--- config.mk ---
export PLATFORM = sky130hd
export DESIGN_NAME = bus_initiator
export DESIGN_NICKNAME = d
export VERILOG_FILES = /design/src/rtl/bus_pkg.sv /design/src/rtl/bus_initiator.sv
export SDC_FILE = /design/constraint.sdc
export NUM_CORES = 1
export LEC_CHECK = 0
export ABC_AREA = 1
export CORE_MARGIN = 5
export CORE_UTILIZATION = 45
export CTS_BUF_LIST = sky130_fd_sc_hd__clkbuf_2 sky130_fd_sc_hd__clkbuf_4 sky130_fd_sc_hd__clkbuf_8
export DETAILED_ROUTE_END_ITERATION = 10
export GPL_TIMING_DRIVEN = 0
export PLACE_DENSITY = 0.77
export SYNTH_ARGS = -nofsm -noshare
export SYNTH_HDL_FRONTEND = slang
export SYNTH_SLANG_ARGS = --single-unit
export TNS_END_PERCENT = 1
--- constraint.sdc ---
create_clock -name clk -period 1.5 [get_ports clk]
set_clock_uncertainty 0.1 [all_clocks]
set_input_delay 0.225 -clock clk [delete_from_list [all_inputs] [get_ports clk]]
set_output_delay 0.225 -clock clk [all_outputs]
set_load 0.02 [all_outputs]
--- src/rtl/bus_pkg.sv ---
// Shared definitions for the native parallel bus: state encoding and default widths.
package bus_pkg;

  localparam int unsigned BUS_ADDR_WIDTH = 8;
  localparam int unsigned BUS_DATA_WIDTH = 8;
  localparam logic [BUS_ADDR_WIDTH-1:0] BUS_IDLE_ADDR = {BUS_ADDR_WIDTH{1'b1}};

  typedef enum logic [2:0] {
    StIdle     = 3'd0,
    StWSetup   = 3'd1,
    StWStrobe  = 3'd2,
    StWRecover = 3'd3,
    StRPark    = 3'd4,
    StRAddr    = 3'd5,
    StRStrobe  = 3'd6
  } bus_state_e;

endpackage

--- src/rtl/bus_initiator.sv ---
// Bus initiator: turns valid/ready requests into r_wn/addr/wdata strobe sequences and
// returns read data as a one-cycle response pulse.
module bus_initiator
  import bus_pkg::*;
#(
  parameter int unsigned ADDR_WIDTH = BUS_ADDR_WIDTH,
  parameter int unsigned DATA_WIDTH = BUS_DATA_WIDTH,
  parameter logic [ADDR_WIDTH-1:0] IDLE_ADDR = {ADDR_WIDTH{1'b1}}
) (
  input  logic                  clk,
  input  logic                  rst,
  input  logic                  req_valid,
  output logic                  req_ready,
  input  logic                  req_write,
  input  logic [ADDR_WIDTH-1:0] req_addr,
  input  logic [DATA_WIDTH-1:0] req_wdata,
  output logic                  rsp_valid,
  output logic                  rsp_write,
  output logic [DATA_WIDTH-1:0] rsp_rdata,
  output logic                  r_wn,
  output logic [ADDR_WIDTH-1:0] addr,
  output logic [DATA_WIDTH-1:0] wdata,
  input  logic [DATA_WIDTH-1:0] rdata
);

  bus_state_e            state_q, state_d;
  logic                  r_wn_q, r_wn_d;
  logic [ADDR_WIDTH-1:0] addr_q, addr_d;
  logic [ADDR_WIDTH-1:0] tgt_addr_q, tgt_addr_d;
  logic [DATA_WIDTH-1:0] wdata_q, wdata_d;
  logic                  rsp_valid_q, rsp_valid_d;
  logic                  rsp_write_q, rsp_write_d;
  logic [DATA_WIDTH-1:0] rsp_rdata_q, rsp_rdata_d;

  always_comb begin
    state_d     = state_q;
    r_wn_d      = r_wn_q;
    addr_d      = addr_q;
    tgt_addr_d  = tgt_addr_q;
    wdata_d     = wdata_q;
    rsp_valid_d = 1'b0;
    rsp_write_d = rsp_write_q;
    rsp_rdata_d = rsp_rdata_q;

    case (state_q)
      StIdle: begin
        if (req_valid) begin
          tgt_addr_d = req_addr;
          if (req_write) begin
            state_d = StWSetup;
            addr_d  = req_addr;
            wdata_d = req_wdata;
          end else begin
            // Falling edge lands on the park address, so no endpoint writes.
            state_d = StRPark;
            r_wn_d  = 1'b0;
          end
        end
      end
      StWSetup: begin
        state_d = StWStrobe;
        r_wn_d  = 1'b0;
      end
      StWStrobe: begin
        state_d = StWRecover;
        addr_d  = IDLE_ADDR;
      end
      StWRecover: begin
        state_d     = StIdle;
        r_wn_d      = 1'b1;
        rsp_valid_d = 1'b1;
        rsp_write_d = 1'b1;
        rsp_rdata_d = '0;
      end
      StRPark: begin
        state_d = StRAddr;
        addr_d  = tgt_addr_q;
      end
      StRAddr: begin
        state_d = StRStrobe;
        r_wn_d  = 1'b1;
      end
      StRStrobe: begin
        state_d     = StIdle;
        addr_d      = IDLE_ADDR;
        rsp_valid_d = 1'b1;
        rsp_write_d = 1'b0;
        rsp_rdata_d = rdata;
      end
      default: begin
        state_d = StIdle;
        r_wn_d  = 1'b1;
        addr_d  = IDLE_ADDR;
      end
    endcase
  end

  always_ff @(posedge clk or posedge rst) begin
    if (rst) begin
      state_q     <= StIdle;
      r_wn_q      <= 1'b1;
      addr_q      <= IDLE_ADDR;
      tgt_addr_q  <= IDLE_ADDR;
      wdata_q     <= '0;
      rsp_valid_q <= 1'b0;
      rsp_write_q <= 1'b0;
      rsp_rdata_q <= '0;
    end else begin
      state_q     <= state_d;
      r_wn_q      <= r_wn_d;
      addr_q      <= addr_d;
      tgt_addr_q  <= tgt_addr_d;
      wdata_q     <= wdata_d;
      rsp_valid_q <= rsp_valid_d;
      rsp_write_q <= rsp_write_d;
      rsp_rdata_q <= rsp_rdata_d;
    end
  end

  assign req_ready = (state_q == StIdle);
  assign rsp_valid = rsp_valid_q;
  assign rsp_write = rsp_write_q;
  assign rsp_rdata = rsp_rdata_q;
  assign r_wn      = r_wn_q;
  assign addr      = addr_q;
  assign wdata     = wdata_q;

endmodule
==> implementation parameters, run 1 <==
Parameter                              Value

Run status
  Status ... finished, violations left
  Failing checks ... setup timing

Setup path
  R2R Path Start ... state_q[2]
  CP max FO ... 9
  Worst Reg-to-Reg Cells ... 5
  Crit path top cell by count ... sky130_fd_sc_hd__buf_6
  Arrival @ worst endpoint ... ~1.2 ns
  Worst setup path class ... flip-flop to output pin
  Start point of the critical path ... state_q[1]
  FF-to-FF End ... rsp_rdata[4]
  CP Launch Type ... flip-flop
  Cell at the slowest stage of the critical path ... sky130_fd_sc_hd__dfrtp_1
  CP Data Required Time ... about 1.2 ns
  Crit. End Element ... output pin
  Setup slack on the worst flop-to-flop path ... around 0.040 ns
  Largest stage delay on the critical path ... 0.38 ns
  Ordered list of cells on the worst path ... buf_6 > nor2_4 > nand2_4 > inv_2 > buf_6

Timing
  Final Hold Vio Count ... 0
  Total negative slack ... -0.0374 ns
  Max transition margin ... about half
  Max frequency ... roughly 650 MHz
  Final setup margin ... -0.0374 ns
  Share of the clock period used by the worst path ... 102%
  Setup repair after global routing missed its margin ... yes
  Post-layout min period ... roughly 1.5 ns
  Worst Tran Pin Value ... just under 0.8 ns
  Max-slew violation count ... 0
  Count of endpoints failing setup in the final report ... 1
  Final hold slack ... ~0.3 ns

Worst hold path
  Hold/Removal Path Class ... input pin to async pin

Logic synthesis
  Sequential area share after synthesis ... approximately 54%
  Xor/xnor cell area share of the yosys netlist ... 0%
  Multiplexer area fraction after synthesis ... 0%
  Synthesized area per cell ... between 8 and 9 um2
  Largest family of logic cells by synthesized area ... simple AND/OR/NAND/NOR gates
  Flop and latch count out of synthesis ... 38
  Synth Net Count ... between 200 and 250
  Post-synthesis instance area ... ~1800 um2
  Basic-gate share of the synthesized area counting and, or, nand and nor cells ... about a third
  Cells after synthesis ... roughly 210
  Count of cell types in the netlist ... 22
  Post-synthesis adder-cell area fraction ... 0%
  Compound-cell area share of the yosys netlist ... between 3 and 4%
  Yosys Warn Count ... 0

Routing
  Met1 wire length ... around 1800 um
  Sum of met2 wire segment lengths after detailed routing ... 1970 um
  Remaining number of nets flagged by the antenna check after routing ... 0
  Post-DR wirelength/cell ... roughly 13 um
  Number of remaining DRC errors ... 0
  Count of TritonRoute iterations in the first routing pass ... 4
  Detail Route met3 WL ... a little over 300 um
  Number of violations reported at the end of detailed-routing iteration 0 ... 63
  Top Metal Used ... met4
  Routed via count ... approximately 1600
  Final wirelength ... 4110 um
  Mean number of vias per cell ... slightly below 5

Clocking
  Number of sinks driven by the clock tree ... 38
  Root buffer cell ... sky130_fd_sc_hd__clkbuf_8
  Clock latency reported for the late side of the worst-skew pair ... 0.28 ns
  Post-CTS clock slew at the launch and capture registers of the worst setup and hold paths ... 0.07 ns
  H-Tree Depth ... 2
  CTS tree ... built
  Maximum count of clock buffers along a single path ... 2
  Total of hold buffers inserted after clock tree synthesis ... 0
  Number of buffers created by CTS ... 5

Die
  Floorplan die area ... 5410 um2
  Placeable core region ... about 4000 um2
  Chip height ... between 70 and 80 um
  FP Rows ... 23
  Chip Width ... about 74 um
  Effective utilization at floorplan ... between 40% and 50%
  Number of ports placed on the die boundary ... 56

Layout
  Nets ... approximately 300
  Relative area change from synthesis to final layout ... 38.8%
  Number of non-filler instances in the completed layout ... about 330
  Final design utilization ... between 60% and 70%
  Design Area, Final ... ~2500 um2
  Antenna fix cells ... 0
  Fraction of layout instances using a drive strength above 1 ... around 17%

Placed design
  Worst-case setup slack after placement ... -0.251 ns
  Post-DP HPWL ... 2930 um
  Total placed cells including tap cells ... around 320
  Buffers on Ports ... 55
  Post-place instance area ... between 2000 and 2500 um2
  Final estimated routing congestion in global placement ... around 0.80

GRT
  Wire length of the first global-routing pass ... roughly 7100 um
  Remaining Overflow, GRT ... 0
  Via count of the first global-routing pass ... 1625
  Global Route Usage Sum ... between 15 and 20%
  Pin count of the biggest net entering global routing ... 39
  Initial antenna violation count ... 0

Pwr
  Worst vdd ir ... ~0.0012 V
  Leakage dissipation ... ~1.3 nW
  Ratio of total power to cell area ... about 2100 nW/um2
  Total power ... roughly 5.3 mW

Flow run
  # Max-Cap Violations ... 0
[power by group]
group	switching, mW	internal, mW
combinational	1.63	1.03
sequential	0.228	1.67
clock	0.338	0.411
[worst max path at each step]
stage,end,slack [ns]
final,req_ready,-0.04
after global routing,rsp_rdata[5],-0.09
after CTS,req_ready,-0.04
after detailed placement,req_ready,-0.25
after global placement,wdata[2],-0.54
after floorplan,addr[7],0.20
[routing by layer]
layer,global-route usage (%),vias up
met1,21.7,741
met3,5.34,5
met5,0,-
li1,-,788
met2,27.9,50
met4,3.82,0
[cells in the final DEF (no fill, tap or decap)]
cell | Yosys | layout
sky130_fd_sc_hd__clkbuf_4 | 0 | 2
sky130_fd_sc_hd__dfrtp_1 | 21 | 21
sky130_fd_sc_hd__nand2_4 | 0 | 2
sky130_fd_sc_hd__o21ai_0 | 9 | 9
sky130_fd_sc_hd__nand2_1 | 83 | 83
sky130_fd_sc_hd__buf_2 | 4 | 4
sky130_fd_sc_hd__a21oi_1 | 1 | 1
sky130_fd_sc_hd__buf_12 | 1 | 1
sky130_fd_sc_hd__nand3_1 | 27 | 27
sky130_fd_sc_hd__nand3_2 | 3 | 2
sky130_fd_sc_hd__buf_6 | 3 | 4
sky130_fd_sc_hd__inv_2 | 1 | 3
sky130_fd_sc_hd__dlygate4sd2_1 | 0 | 19
sky130_fd_sc_hd__nor3_1 | 1 | 1
sky130_fd_sc_hd__nor2_1 | 1 | 1
sky130_fd_sc_hd__dfstp_2 | 17 | 17
sky130_fd_sc_hd__nor3b_1 | 1 | 1
sky130_fd_sc_hd__nor2_8 | 1 | 1
sky130_fd_sc_hd__nor2_4 | 1 | 2
sky130_fd_sc_hd__o21ai_1 | 2 | 2
sky130_fd_sc_hd__clkdlybuf4s15_1 | 0 | 7
sky130_fd_sc_hd__nand3_4 | 0 | 1
sky130_fd_sc_hd__clkbuf_8 | 1 | 7
sky130_fd_sc_hd__clkbuf_2 | 0 | 1
sky130_fd_sc_hd__clkdlybuf4s50_1 | 0 | 27
sky130_fd_sc_hd__inv_1 | 22 | 20
sky130_fd_sc_hd__nand3b_1 | 9 | 9
[Yosys cell counts]
master | n | area, um2
sky130_fd_sc_hd__a21oi_1 | 1 | 5.00
sky130_fd_sc_hd__buf_12 | 1 | 20.0
sky130_fd_sc_hd__buf_2 | 4 | 20.0
sky130_fd_sc_hd__buf_6 | 3 | 33.8
sky130_fd_sc_hd__clkbuf_8 | 1 | 13.8
sky130_fd_sc_hd__dfrtp_1 | 21 | 526
sky130_fd_sc_hd__dfstp_2 | 17 | 447
sky130_fd_sc_hd__inv_1 | 22 | 82.6
sky130_fd_sc_hd__inv_2 | 1 | 3.75
sky130_fd_sc_hd__nand2_1 | 83 | 312
sky130_fd_sc_hd__nand2_2 | 2 | 12.5
sky130_fd_sc_hd__nand3_1 | 27 | 135
sky130_fd_sc_hd__nand3_2 | 3 | 30.0
sky130_fd_sc_hd__nand3b_1 | 9 | 67.6
sky130_fd_sc_hd__nor2_1 | 1 | 3.75
sky130_fd_sc_hd__nor2_2 | 1 | 6.26
sky130_fd_sc_hd__nor2_4 | 1 | 11.3
sky130_fd_sc_hd__nor2_8 | 1 | 20.0
sky130_fd_sc_hd__nor3_1 | 1 | 5.00
sky130_fd_sc_hd__nor3b_1 | 1 | 7.51
sky130_fd_sc_hd__o21ai_0 | 9 | 45.0
sky130_fd_sc_hd__o21ai_1 | 2 | 10.0
[repair_timing]
action | 4_1_cts | 5_1_grt
gates resized for setup | 35 | 12
endpoints found under the hold margin | 0 | 0
pin swaps | 2 | 0
setup endpoints to repair | 28 | 28
cloned | 0 | 0
buffers inserted | 0 | 0
[state kept, by name (all words and copies together) (netlist names)]
register / cells
addr: 8
r_wn: 1
rsp_rdata: 8
rsp_valid: 1
rsp_write: 1
state_q: 3
tgt_addr_q: 8
wdata: 8
[area by class of cell]
| class | instances | area (um2) |
|---|---|---|
| buffer | 9 | 87.6 |
| clock buffer | 8 | 97.6 |
| fill | 363 | 1450 |
| inverter | 23 | 86.3 |
| multi-input combinational | 142 | 693 |
| sequential | 38 | 972 |
| tap | 50 | 62.6 |
| timing repair buffer | 55 | 523 |
[cell families (layout without fill, tap and decap cells)]
family | Yosys count | in the layout
buffers and inverters | 32 | 95
AND/OR/NAND/NOR | 130 | 130
flip-flops | 38 | 38
AO/OA/AOI/OAI | 12 | 12
[critical path: cells and delay by family, from the launching register on]
family	cells	cell delay, ns
AND/OR/NAND/NOR	2	0.24
flip-flops	1	0.38
buffers and inverters	3	0.32
Note: power is estimated with default switching activity, not from simulation.
==> run 2: changes to the inputs <==
--- a/config.mk
+++ b/config.mk
@@ -6,7 +6,6 @@
 export NUM_CORES = 1
 export LEC_CHECK = 0
 export ABC_AREA = 1
-export CORE_MARGIN = 5
 export CORE_UTILIZATION = 45
 export CTS_BUF_LIST = sky130_fd_sc_hd__clkbuf_2 sky130_fd_sc_hd__clkbuf_4 sky130_fd_sc_hd__clkbuf_8
 export DETAILED_ROUTE_END_ITERATION = 10
==> implementation parameters, run 2 (synthesis gave the netlist of run 1 again) <==
Parameter                              Value

Clocking
  Root buffer cell ... sky130_fd_sc_hd__clkbuf_8 (unchanged)
  Post-CTS clock slew at the launch and capture registers of the worst setup and hold paths ... 0.07 ns (about the same)
  Total of hold buffers inserted after clock tree synthesis ... 0 (unchanged)
  Maximum count of clock buffers along a single path ... 2 (unchanged)
  H-Tree Depth ... 2 (unchanged)
  Number of buffers created by CTS ... 5 (unchanged)
  CTS tree ... built (unchanged)
  Clock latency reported for the late side of the worst-skew pair ... 0.28 ns (about the same)
  Number of sinks driven by the clock tree ... 38 (unchanged)

Routing
  Post-DR wirelength/cell ... 12.5 um (was 12.6 um)
  Routed via count ... 1597 (was 1584)
  Number of violations reported at the end of detailed-routing iteration 0 ... 99 (was 63)
  Remaining number of nets flagged by the antenna check after routing ... 0 (unchanged)
  Count of TritonRoute iterations in the first routing pass ... 4 (unchanged)
  Final wirelength ... 4130 um (was 4110 um)
  Mean number of vias per cell ... 4.82 (was 4.87)
  Number of remaining DRC errors ... 0 (unchanged)

Layout
  Most frequent cells in the layout ... sky130_fd_sc_hd__nand2_1, sky130_fd_sc_hd__clkdlybuf4s50_1, sky130_fd_sc_hd__nand3_1, sky130_fd_sc_hd__dlygate4sd2_1 (was sky130_fd_sc_hd__nand2_1, sky130_fd_sc_hd__nand3_1, sky130_fd_sc_hd__clkdlybuf4s50_1, sky130_fd_sc_hd__dfrtp_1, sky130_fd_sc_hd__inv_1)
  Area of combinational cells with multiple inputs ... 713 um2 (was 693 um2)
  Number of non-filler instances in the completed layout ... 331 (was 325)
  Combined flip-flop and latch cell area ... 973 um2 (was 972 um2)
  Relative area change from synthesis to final layout ... 44.1% (was 38.8%)
  Nets ... 310 (was 302)
  # fillers ... 311 (was 363)
  Final design utilization ... 69.4% (was 63.5%)
  Design Area, Final ... 2620 um2 (was 2520 um2)
  Fraction of layout instances using a drive strength above 1 ... 20.8% (was 17.1%)
  Antenna fix cells ... 0 (unchanged)
  Most common cell after layout, fill and taps aside ... sky130_fd_sc_hd__nand2_1 (unchanged)

Timing
  Final setup margin ... -0.0489 ns (was -0.0374 ns)
  Max-slew violation count ... 0 (unchanged)
  Count of endpoints failing setup in the final report ... 16 (was 1)
  Post-layout min period ... 1.55 ns (was 1.54 ns)
  Setup repair after global routing missed its margin ... yes (unchanged)
  Max transition margin ... 49.3% (was 48.7%)
  Max frequency ... 646 MHz (was 650 MHz)
  Share of the clock period used by the worst path ... 103% (was 102%)
  Final Hold Vio Count ... 0 (unchanged)
  Worst Tran Pin Value ... 0.759 ns (was 0.768 ns)

Setup path
  Ordered list of cells on the worst path ... buf_6 > nor2_4 > nand2_4 > buf_6 > nor2_8 > buf_12 > buf_6 > nand3_1 > nand2_1 (was buf_6 > nor2_4 > nand2_4 > inv_2 > buf_6)
  Largest stage delay on the critical path ... 0.38 ns (about the same)
  Arrival @ worst endpoint ... 1.67 ns (was 1.21 ns)
  Crit. End Element ... flip-flop (was output pin)
  CP Launch Type ... flip-flop (unchanged)
  CP Data Required Time ... 1.62 ns (was 1.17 ns)
  Critical path buffer and inverter count ... 4 (was 3)
  Crit path top cell by count ... sky130_fd_sc_hd__buf_6 (unchanged)
  Cell at the slowest stage of the critical path ... sky130_fd_sc_hd__dfrtp_1 (unchanged)
  Worst path top cell family by delay ... buffers and inverters (was flip-flops)
  CP max FO ... 6 (was 9)
  Worst setup path class ... flip-flop to flip-flop (was flip-flop to output pin)

Die
  Chip Width ... 65.5 um (was 73.5 um)
  Effective utilization at floorplan ... 48.2% (was 45.7%)
  Number of ports placed on the die boundary ... 56 (unchanged)
  Chip height ... 65.5 um (was 73.5 um)
  Placeable core region ... 3770 um2 (was 3970 um2)
  Floorplan die area ... 4300 um2 (was 5410 um2)
  FP Rows ... 22 (was 23)

Run status
  Failing checks ... setup timing (unchanged)
  Status ... finished, violations left (unchanged)

GRT
  Global Route Usage Sum ... 20.7% (was 16.9%)
  Pin count of the biggest net entering global routing ... 39 (unchanged)
  Initial antenna violation count ... 0 (unchanged)
  Remaining Overflow, GRT ... 0 (unchanged)
  Via count of the first global-routing pass ... 1517 (was 1625)
  Wire length of the first global-routing pass ... 6760 um (was 7130 um)

Flow run
  # Max-Cap Violations ... 0 (unchanged)

Placed design
  Post-place instance area ... 2430 um2 (about the same)
  Buffers on Ports ... 55 (unchanged)
  Final estimated routing congestion in global placement ... 0.811 (was 0.802)
  Post-DP HPWL ... 2700 um (was 2930 um)
  Total placed cells including tap cells ... 315 (was 317)

Pwr
  Ratio of total power to cell area ... 2090 nW/um2 (was 2100 nW/um2)
  Leakage dissipation ... 1.35 nW (was 1.31 nW)
  Worst vdd ir ... 0.00101 V (was 0.00121 V)

Worst hold path
  Hold/Removal Path Class ... input pin to async pin (unchanged)
## run 2: cell types whose count changed in the layout (fill, tap and decap cells not counted), sizes merged
cell           before  now
dlygate4sd2        19   23
buf                 9   17
clkdlybuf4s15       7    4
clkbuf             10    9
## run 2: final timing paths
check / startpoint / slack [ns] / cells past startpoint / to
worst max-delay path: state_q[1] / -0.05 / 9 / wdata[4]
worst min-delay path: rst / 0.29 / 2 / state_q[1]
worst max register to register: state_q[1] / -0.05 / 9 / wdata[4]
worst min register to register: addr[0] / 0.37 / 2 / addr[0]
max in group asynchronous: rst / 0.48 / 2 / state_q[0]
min in group clk: addr[0] / 0.37 / 2 / addr[0]
## run 2: metal layers
layer	up-vias	global-route usage (%)	share of wire (%)
met5	-	0	0
met4	0	6.52	0.46
met3	2	5.56	5.7
met2	47	31.3	47
met1	744	28.8	47
li1	804	-	-
## run 2: per-stage QoR
step,total power [mW],TNS [ns],worst slack (ns),hold WS (ns)
floorplan,3.65,0,0.202,0.223
global placement,4.67,-14.80,-0.490,0.353
detailed placement,4.72,-1.11,-0.253,0.358
CTS,5.22,-0.224,-0.224,0.320
global route,5.91,-1.78,-0.113,0.378
finish,5.47,-0.486,-0.0489,0.294
## run 2: worst register-to-register path, cell delays in order (launching register included)
cell and delay [ns]:
sky130_fd_sc_hd__dfrtp_1 0.38, sky130_fd_sc_hd__buf_6 0.14, sky130_fd_sc_hd__nor2_4 0.16, sky130_fd_sc_hd__nand2_4 0.08
sky130_fd_sc_hd__buf_6 0.13, sky130_fd_sc_hd__nor2_8 0.12, sky130_fd_sc_hd__buf_12 0.13, sky130_fd_sc_hd__buf_6 0.11
sky130_fd_sc_hd__nand3_1 0.07, sky130_fd_sc_hd__nand2_1 0.08
## run 2: final cells by class
cell class	instances	share of cell area [%]
well taps	48	2.29
inverters	23	3.30
plain buffers	9	3.54
clock buffers	8	3.49
repair buffers	63	22.9
multi-input cells	142	27.2
flip-flops and latches	38	37.2
## run 2: report_power, final
part           internal, mW  total (mW)  leakage (nW)  switching (mW)
registers              1.67        1.91         0.446           0.241
logic                  1.17        2.84         0.856            1.68
clock network         0.384       0.714        0.0498           0.330
## run 2: what timing repair did
item / CTS / global route
buffers inserted: 0 / 6
gates cloned: 0 / 2
pin swaps: 0 / 8
endpoints found under the hold margin: 0 / 0
setup endpoints to repair: 28 / 22
gates resized for setup: 31 / 27
==> run 3: changes to the inputs <==
--- a/config.mk
+++ b/config.mk
@@ -9,7 +9,6 @@
 export CORE_UTILIZATION = 45
 export CTS_BUF_LIST = sky130_fd_sc_hd__clkbuf_2 sky130_fd_sc_hd__clkbuf_4 sky130_fd_sc_hd__clkbuf_8
 export DETAILED_ROUTE_END_ITERATION = 10
-export GPL_TIMING_DRIVEN = 0
 export PLACE_DENSITY = 0.77
 export SYNTH_ARGS = -nofsm -noshare
 export SYNTH_HDL_FRONTEND = slang
==> implementation parameters, run 3 (synthesis gave the netlist of run 1 again) <==
Parameter                              Value

Run status
  Status ... finished clean (was finished, violations left)

Clocking
  Root buffer cell ... sky130_fd_sc_hd__clkbuf_8 (unchanged)
  Number of sinks driven by the clock tree ... 38 (unchanged)
  Post-CTS clock slew at the launch and capture registers of the worst setup and hold paths ... 0.07 ns (about the same)
  Post-CTS Repair Setup Buffers ... 0 (unchanged)
  Maximum count of clock buffers along a single path ... 2 (unchanged)
  Total of hold buffers inserted after clock tree synthesis ... 0 (unchanged)
  Clock latency reported for the late side of the worst-skew pair ... 0.28 ns (about the same)
  CTS tree ... built (unchanged)
  H-Tree Depth ... 2 (unchanged)
  Number of buffers created by CTS ... 5 (unchanged)

Setup path
  Arrival @ worst endpoint ... 1.14 ns (was 1.67 ns)
  Largest stage delay on the critical path ... 0.54 ns (was 0.38 ns)
  CP Launch Type ... flip-flop (unchanged)
  Worst setup path class ... flip-flop to output pin (was flip-flop to flip-flop)
  Crit. End Element ... output pin (was flip-flop)
  Worst path top cell family by delay ... flip-flops (was buffers and inverters)
  Ordered list of cells on the worst path ... dlygate4sd2_1 (was buf_6 > nor2_4 > nand2_4 > buf_6 > nor2_8 > buf_12 > buf_6 > nand3_1 > nand2_1)
  CP max FO ... 2 (was 6)
  Cell at the slowest stage of the critical path ... sky130_fd_sc_hd__dfstp_2 (was sky130_fd_sc_hd__dfrtp_1)
  Critical path buffer and inverter count ... 1 (was 4)
  Setup slack on the worst flop-to-flop path ... 0.12 ns (was -0.05 ns)
  CP Data Required Time ... 1.17 ns (was 1.62 ns)

Placed design
  Final estimated routing congestion in global placement ... 0.771 (was 0.811)
  Buffers on Ports ... 55 (unchanged)
  Worst-case setup slack after placement ... -0.0447 ns (was -0.253 ns)
  Post-DP HPWL ... 2650 um (was 2700 um)
  Post-place instance area ... 2470 um2 (was 2430 um2)

GRT
  Remaining Overflow, GRT ... 0 (unchanged)
  Global Route Usage Sum ... 19.2% (was 20.7%)
  Initial antenna violation count ... 0 (unchanged)
  Pin count of the biggest net entering global routing ... 39 (unchanged)
  Wire length of the first global-routing pass ... 6150 um (was 6760 um)
  Via count of the first global-routing pass ... 1400 (was 1517)

Timing
  Setup repair after global routing missed its margin ... yes (unchanged)
  Max-slew violation count ... 0 (unchanged)
  Final Hold Vio Count ... 0 (unchanged)
  Max transition margin ... 85.2% (was 49.3%)
  Worst Tran Pin Value ... 0.222 ns (was 0.759 ns)
  Final setup margin ... 0.0344 ns (was -0.0489 ns)
  Count of endpoints failing setup in the final report ... 0 (was 16)
  Post-layout min period ... 1.47 ns (was 1.55 ns)
  Share of the clock period used by the worst path ... 97.7% (was 103%)
  Total negative slack ... 0 ns (was -0.486 ns)
  Max frequency ... 682 MHz (was 646 MHz)

Layout
  Nets ... 306 (was 310)
  Fraction of layout instances using a drive strength above 1 ... 17.6% (was 20.8%)
  Relative area change from synthesis to final layout ... 41.3% (was 44.1%)
  Most frequent cells in the layout ... sky130_fd_sc_hd__nand2_1, sky130_fd_sc_hd__nand3_1, sky130_fd_sc_hd__clkdlybuf4s50_1, sky130_fd_sc_hd__inv_1, sky130_fd_sc_hd__dlygate4sd2_1 (was sky130_fd_sc_hd__nand2_1, sky130_fd_sc_hd__clkdlybuf4s50_1, sky130_fd_sc_hd__nand3_1, sky130_fd_sc_hd__dlygate4sd2_1)
  Final design utilization ... 68.0% (was 69.4%)
  Design Area, Final ... 2570 um2 (was 2620 um2)
  Most common cell after layout, fill and taps aside ... sky130_fd_sc_hd__nand2_1 (unchanged)
  Antenna fix cells ... 0 (unchanged)

Routing
  Post-DR wirelength/cell ... 11.0 um (was 12.5 um)
  Final wirelength ... 3610 um (was 4130 um)
  Count of TritonRoute iterations in the first routing pass ... 4 (unchanged)
  Remaining number of nets flagged by the antenna check after routing ... 0 (unchanged)
  Number of violations reported at the end of detailed-routing iteration 0 ... 58 (was 99)
  Number of remaining DRC errors ... 0 (unchanged)
  Mean number of vias per cell ... 4.73 (was 4.82)
  Routed via count ... 1546 (was 1597)

Die
  Chip Width ... 65.5 um (unchanged)
  FP Rows ... 22 (unchanged)
  Placeable core region ... 3770 um2 (unchanged)
  Chip height ... 65.5 um (unchanged)
  Effective utilization at floorplan ... 48.2% (unchanged)
  Number of ports placed on the die boundary ... 56 (unchanged)
  Floorplan die area ... 4300 um2 (unchanged)

Pwr
  Worst vdd ir ... 0.00128 V (was 0.00101 V)
  Leakage dissipation ... 1.32 nW (was 1.35 nW)
  Ratio of total power to cell area ... 2040 nW/um2 (was 2090 nW/um2)

Worst hold path
  Hold/Removal Path Class ... input pin to async pin (unchanged)

Flow run
  # Max-Cap Violations ... 0 (unchanged)
-- run 3: cell count changes in the layout (fill, tap and decap cells not counted), sizes merged --
cell           before  now
buf                17   14
clkbuf              9    6
clkdlybuf4s15       4    5
clkinv              0    1
clkinvlp            0    1
dlygate4sd2        23   22
-- run 3: area by class of cell --
class	count	area, um2
inverter	23	86.3
fill	321	1200
tap	48	60.1
clock buffer	6	82.6
clock inverter	2	12.5
timing repair buffer	68	672
sequential	38	972
multi-input combinational	142	681
-- run 3: what timing repair did --
item / 4_1_cts / 5_1_grt
endpoints found under the setup margin: 28 / 13
pin swaps: 0 / 1
resized for setup: 31 / 12
-- run 3: path summary, 6_finish.rpt --
kind                            cells past startpoint       endpoint       start
min in group clk                                    2           r_wn        r_wn
worst max-delay path                                1        addr[2]     addr[2]
worst min-delay path                                3   rsp_rdata[0]         rst
worst min register to register                      2           r_wn        r_wn
worst max register to register                      8        addr[2]  state_q[0]
max in group asynchronous                           3  tgt_addr_q[6]         rst
-- run 3: metal layers --
| metal | part of all wire [%] | vias up | track usage [%] |
|---|---|---|---|
| li1 | - | 791 | - |
| met1 | 47 | 712 | 25.5 |
| met2 | 47 | 39 | 29.8 |
| met3 | 4.5 | 4 | 4.51 |
| met4 | 1.3 | 0 | 8.15 |
| met5 | 0 | - | 0 |
-- run 3: per-stage QoR --
stage          instances  hold slack [ns]  total power [mW]
4_1_cts              327            0.197              5.19
3_3_place_gp         319            0.353              4.66
3_5_place_dp         319            0.357              4.72
2_1_floorplan        212            0.223              3.65
5_1_grt              327            0.210              5.66
6_report             327            0.194              5.23
-- run 3: report_power, final --
group	switching, mW	total, mW	internal (mW)
clock network	0.338	0.707	0.369
logic	1.57	2.63	1.05
registers	0.225	1.89	1.67
total	2.13	5.23	3.09
